==> config.mk <==
export PLATFORM = sky130hd
export DESIGN_NAME = shift_add_multiplier_flat
export DESIGN_NICKNAME = d
export VERILOG_FILES = /design/src/rtl/shift_add_multiplier_if.sv /design/src/rtl/shift_add_multiplier.sv /design/src/flat_wrapper.sv
export SDC_FILE = /design/constraint.sdc
export NUM_CORES = 1
export LEC_CHECK = 0
export ABC_AREA = 1
export CAP_MARGIN = 20
export CORE_ASPECT_RATIO = 0.9
export CORE_UTILIZATION = 68
export DETAILED_ROUTE_END_ITERATION = 10
export DONT_BUFFER_PORTS = 1
export PLACE_DENSITY = 0.84
export SYNTH_ARGS = -nofsm -noshare
export SYNTH_HDL_FRONTEND = slang
export SYNTH_SLANG_ARGS = --single-unit
export TNS_END_PERCENT = 5
==> constraint.sdc <==
create_clock -name clk -period 5.25 [get_ports clk]
set_input_delay 1.575 -clock clk [delete_from_list [all_inputs] [get_ports clk]]
set_output_delay 1.575 -clock clk [all_outputs]
set_load 0.01 [all_outputs]
==> src/rtl/shift_add_multiplier_if.sv <==
// Request/result bundle for the shift-add multiplier.
// master issues operands, slave returns product and status.
interface shift_add_multiplier_if;
    logic        start;
    logic [7:0]  a;
    logic [7:0]  b;
    logic [15:0] product;
    logic        busy;
    logic        done;

    modport master (
        output start, a, b,
        input  product, busy, done
    );

    modport slave (
        input  start, a, b,
        output product, busy, done
    );
endinterface

==> src/rtl/shift_add_multiplier.sv <==
// Sequential 8x8 unsigned multiplier: one shift-add step per clock,
// accumulating through a two-level 16-bit carry-lookahead adder.
module carryLookAhead16bit (
    input  logic [15:0] a,
    input  logic [15:0] b,
    input  logic        cin,
    output logic [15:0] sum,
    output logic        c16,
    output logic        pg,
    output logic        gg
);
    logic [15:0] p, g, ci;
    logic [3:0]  gp, gg4;
    logic [4:0]  c;
    logic        carry;

    assign p = a ^ b;
    assign g = a & b;

    always_comb begin
        gp  = '0;
        gg4 = '0;
        for (int i = 0; i < 4; i++) begin
            gp[i]  = &p[4*i +: 4];
            gg4[i] = g[4*i+3]
                   | (p[4*i+3] & g[4*i+2])
                   | (p[4*i+3] & p[4*i+2] & g[4*i+1])
                   | (p[4*i+3] & p[4*i+2] & p[4*i+1] & g[4*i]);
        end
    end

    // Group carries resolved in parallel from group generate/propagate
    assign c[0] = cin;
    assign c[1] = gg4[0] | (gp[0] & cin);
    assign c[2] = gg4[1] | (gp[1] & gg4[0]) | (gp[1] & gp[0] & cin);
    assign c[3] = gg4[2] | (gp[2] & gg4[1]) | (gp[2] & gp[1] & gg4[0])
                | (gp[2] & gp[1] & gp[0] & cin);
    assign c[4] = gg4[3] | (gp[3] & gg4[2]) | (gp[3] & gp[2] & gg4[1])
                | (gp[3] & gp[2] & gp[1] & gg4[0])
                | (gp[3] & gp[2] & gp[1] & gp[0] & cin);

    always_comb begin
        ci    = '0;
        carry = 1'b0;
        for (int i = 0; i < 4; i++) begin
            carry = c[i];
            for (int j = 0; j < 4; j++) begin
                ci[4*i+j] = carry;
                carry     = g[4*i+j] | (p[4*i+j] & carry);
            end
        end
    end

    assign sum = p ^ ci;
    assign c16 = c[4];
    assign pg  = &gp;
    assign gg  = gg4[3] | (gp[3] & gg4[2]) | (gp[3] & gp[2] & gg4[1])
               | (gp[3] & gp[2] & gp[1] & gg4[0]);
endmodule

module shift_add_multiplier (
    input  logic                  clk,
    input  logic                  rst,
    shift_add_multiplier_if.slave bus
);
    typedef enum logic [1:0] {
        IDLE = 2'd0,
        RUN  = 2'd1,
        DONE = 2'd2
    } state_t;

    state_t      state, state_n;
    logic [15:0] mcand, acc, sum;
    logic [7:0]  mplier;
    logic [3:0]  cnt;
    logic        load, step;
    logic        c16, pg, gg;

    carryLookAhead16bit u_cla (
        .a   (acc),
        .b   (mcand),
        .cin (1'b0),
        .sum (sum),
        .c16 (c16),
        .pg  (pg),
        .gg  (gg)
    );

    // Carry-out cannot occur: 0xFF*0xFF fits in 16 bits
    logic unused_cla;
    assign unused_cla = &{1'b0, c16, pg, gg};

    always_comb begin
        state_n = state;
        load    = 1'b0;
        step    = 1'b0;
        case (state)
            IDLE: begin
                if (bus.start) begin
                    load    = 1'b1;
                    state_n = RUN;
                end
            end
            RUN: begin
                step = 1'b1;
                if (cnt == 4'd7)
                    state_n = DONE;
            end
            DONE:    state_n = IDLE;
            default: state_n = IDLE;
        endcase
    end

    always_ff @(posedge clk or posedge rst) begin
        if (rst) begin
            state  <= IDLE;
            mcand  <= '0;
            mplier <= '0;
            acc    <= '0;
            cnt    <= '0;
        end else begin
            state <= state_n;
            unique case (1'b1)
                load: begin
                    mcand  <= {8'h00, bus.a};
                    mplier <= bus.b;
                    acc    <= '0;
                    cnt    <= '0;
                end
                step: begin
                    if (mplier[0])
                        acc <= sum;
                    mcand  <= mcand << 1;
                    mplier <= mplier >> 1;
                    cnt    <= cnt + 4'd1;
                end
                default: ;
            endcase
        end
    end

    assign bus.product = acc;
    assign bus.busy    = (state != IDLE);
    assign bus.done    = (state == DONE);
endmodule
==> src/flat_wrapper.sv <==
// flat-port wrapper written by rule: the top's interface ports become plain ports
module shift_add_multiplier_flat 
  (clk, rst, bus_start, bus_a, bus_b, bus_product, bus_busy, bus_done);
  shift_add_multiplier_if bus_i ();
  input  logic clk;
  input  logic rst;
  input wire logic [$bits(bus_i.start)-1:0] bus_start;
  input wire logic [$bits(bus_i.a)-1:0] bus_a;
  input wire logic [$bits(bus_i.b)-1:0] bus_b;
  output wire logic [$bits(bus_i.product)-1:0] bus_product;
  output wire logic [$bits(bus_i.busy)-1:0] bus_busy;
  output wire logic [$bits(bus_i.done)-1:0] bus_done;
  assign bus_i.start = bus_start;
  assign bus_i.a = bus_a;
  assign bus_i.b = bus_b;
  assign bus_product = bus_i.product;
  assign bus_busy = bus_i.busy;
  assign bus_done = bus_i.done;
  shift_add_multiplier u_core (.clk(clk), .rst(rst), .bus(bus_i));
endmodule
==> summary.md <==
| Metric | Value |
|---|---|
| Prevailing post-synth register cell | dfrtp_1 |
| CP arrival | 3.31 ns |
| Max-cap violations | 0 |
| Syn-to-layout area delta | 3.71% |
| P_leak | 1.24 nW |
| Die Width | 65.9 um |
| Clock Tree Root | clkbuf_8 |
| Cells after Synth | about 250 |
| Count of routing violations after the opening detailed-route iteration | 107 |
| Routed WL per cell | approximately 16 um |
| # IOs | 37 |
| Synthesized flop and latch total | 46 |
| Clock sinks | 46 |
| Final instance area | approximately 2600 sq um |
| Critical Path Sink Type | flop |
| Clock period minus worst slack | 3.12 ns |
| Hold_ws | between 0.5 and 0.6 ns |
| CP Class | flop to flop |
| Setup bufs post-CTS | 0 |
| CTS H-Tree Depth | 2 |
| Area leader, netlist | dfrtp_1 |
| GPL Wtd Cong | 0.818 |
| Fin. Hold Viols | 0 |
| Max-slew violation total from the final report | 0 |
| Row count | 20 |
| Post-CTS resize count | 0 |
| Max VDD drop | around 0.00045 V |
| Worst hold path class | flop to flop |
| YS warnings | 0 |
| DRC violations left | 0 |
| Synth area leaders | dfrtp_1 46%, fa_1 8.8%, inv_1 6.9% |
| Fmax | 320 MHz |
| Fin Clk Skew | just under 0.01 ns |
| Dpl hpwl | ~3.3 mm |
| Grt ovf | 0 |
| Period utilization | 0.594 |
| Placed Cells | roughly 280 |
| Worst path required time | between 5 and 6 ns |
| Synth top area share | 0.461 |
| DIE HEIGHT | between 50 and 60 um |
| Final WL | 4.64 mm |
| Unrepaired setup endpoints after global routing | no |
| Yosys cell types | 23 |
| Via density | 5.79 |
| Final ANT Viol Nets | 0 |
| Final setup vio count | 0 |
| Later-pin clock latency in the skew report | 0.31 ns |
| CTS Hold Buffers Added | 0 |
| Clk slew on worst S/H paths | 0.09 ns |
| IO buf count | 0 |
| Synth Cell Area | 2500 sq um |
| Slew @ Worst Pin | between 0.5 and 0.6 ns |
| Core area | 3450 sq um |
| Initial Utilization | 0.724 |
| Pre-antenna DRT Iters | 5 |
| Post-synth ARST share | 1.00 |
| Sequential-to-total area share from yosys stat | 0.461 |
| Commonest cells post-synth | 46 x dfrtp_1, 46 x inv_1, 26 x nand2_1 |
| Fin Setup TNS | 0 ns |
| Syn nets | 291 |
| CP Max Fanout | 4 |
| Vias in the first global route | 1711 |
| Final nets | just under 300 |
| PwrDens | approximately 760 nW/um^2 |
| Initial antenna violation count | 0 |
| Layout cells sized above 1 | 0.113 |
| Post-synth EDFFs | 0 |
| Die Footprint | 3920 sq um |
| Largest net degree at the start of global routing | 47 |
| First-pass GRT wire length | ~7.7 mm |
| Cell Area, Placed | 2480 sq um |
| CTS tree | done |
| Status | finished, final reports clean |
| Non-filler instance count after layout | ~290 |
| CTS Buffer Depth | 2 |
| Crit start category | flop |
| Worst rel slew slack | 0.613 |
| Antenna fix cells | 0 |
| DR vias | 1684 |
| TritonCTS Buffers | 5 |
| Mean post-synth cell area | just over 10 sq um |
| Total track usage | 0.274 |
## area by class of cell
type	instances	area [sq um]
Clock buffer	8	110
Fill cell	247	862
Inverter	50	190
Multi-Input combinational cell	142	1080
Sequential cell	46	1150
Tap cell	44	55.1
Timing Repair Buffer	1	7.51
## flip-flops by register name, summed over array words and instances (netlist names)
| register | count |
|---|---|
| u_core.mplier | 8 |
| u_core.bus.product | 16 |
| u_core.mcand | 16 |
| u_core.state | 2 |
| u_core.cnt | 4 |
## report_power, final
part / leakage, nW / switching [mW] / total (mW) / internal [mW]
sequential: 0.568 / 0.149 / 0.679 / 0.530
clock: 0.0575 / 0.120 / 0.253 / 0.133
combinational: 0.618 / 0.613 / 1.04 / 0.427
## cell usage in the layout, fill, tap and decap left out
cell / n
nor2_1: 9
ha_1: 13
a31oi_1: 1
nand2_2: 2
clkbuf_8: 8
nand3_2: 1
xor2_1: 2
nand3_1: 17
nand2_1: 26
o21ai_0: 5
a21oi_1: 16
nand2_4: 1
o22ai_1: 23
fa_1: 11
nor2_4: 1
inv_2: 3
o22ai_2: 10
buf_4: 1
dfrtp_1: 46
inv_4: 1
clkinv_1: 1
xnor2_1: 4
inv_1: 45
## path summary, 6_finish.rpt
kind	start	to	slack (ns)	depth (start not counted)
max	u_core.bus.product[7]	u_core.bus.product[15]	2.13	13
max in group asynchronous	rst	u_core.bus.product[1]	3.57	2
max reg2reg	u_core.bus.product[7]	u_core.bus.product[15]	2.13	13
min reg2reg	u_core.cnt[0]	u_core.cnt[0]	0.51	1
min	u_core.cnt[0]	u_core.cnt[0]	0.51	1
min in group asynchronous	rst	u_core.mplier[6]	1.29	2
## per-layer routing
metal  share of wire  vias to the layer above  GRT usage
met3           0.045                        6     0.0865
met1            0.45                      837      0.338
met2            0.49                       36      0.449
met5               0                        -          0
met4           0.016                        0      0.109
li1                -                      805          -
## critical path, stage by stage (launching register included)
cell	delay [ns]
dfrtp_1	0.45
ha_1	0.39
nand3_1	0.12
nor2_1	0.14
nor2_1	0.07
nand3_1	0.08
nand2_1	0.08
fa_1	0.43
fa_1	0.42
fa_1	0.42
xnor2_1	0.15
nand2_1	0.08
nand3_1	0.06
o21ai_0	0.09
## stage by stage
step | power [mW] | utilization | worst slack, ns
CTS | 1.98 | 0.750 | 2.15
global placement | 1.66 | 0.718 | 2.22
detailed placement | 1.73 | 0.718 | 2.19
global route | 2.16 | 0.750 | 1.89
finish | 1.97 | 0.750 | 2.13
floorplan | 1.57 | - | 2.44
## kinds of logic after synthesis
logic type               Yosys count  share of synthesized area
flip-flops                        46                      0.461
adder cells (fa/ha/maj)           24                      0.153
AND/OR/NAND/NOR                   57                      0.105
buffers and inverters             60                      0.108
XOR/XNOR                           6                     0.0210
AO/OA/AOI/OAI                     55                      0.152
No activity file was read; power rests on OpenSTA's default activity.
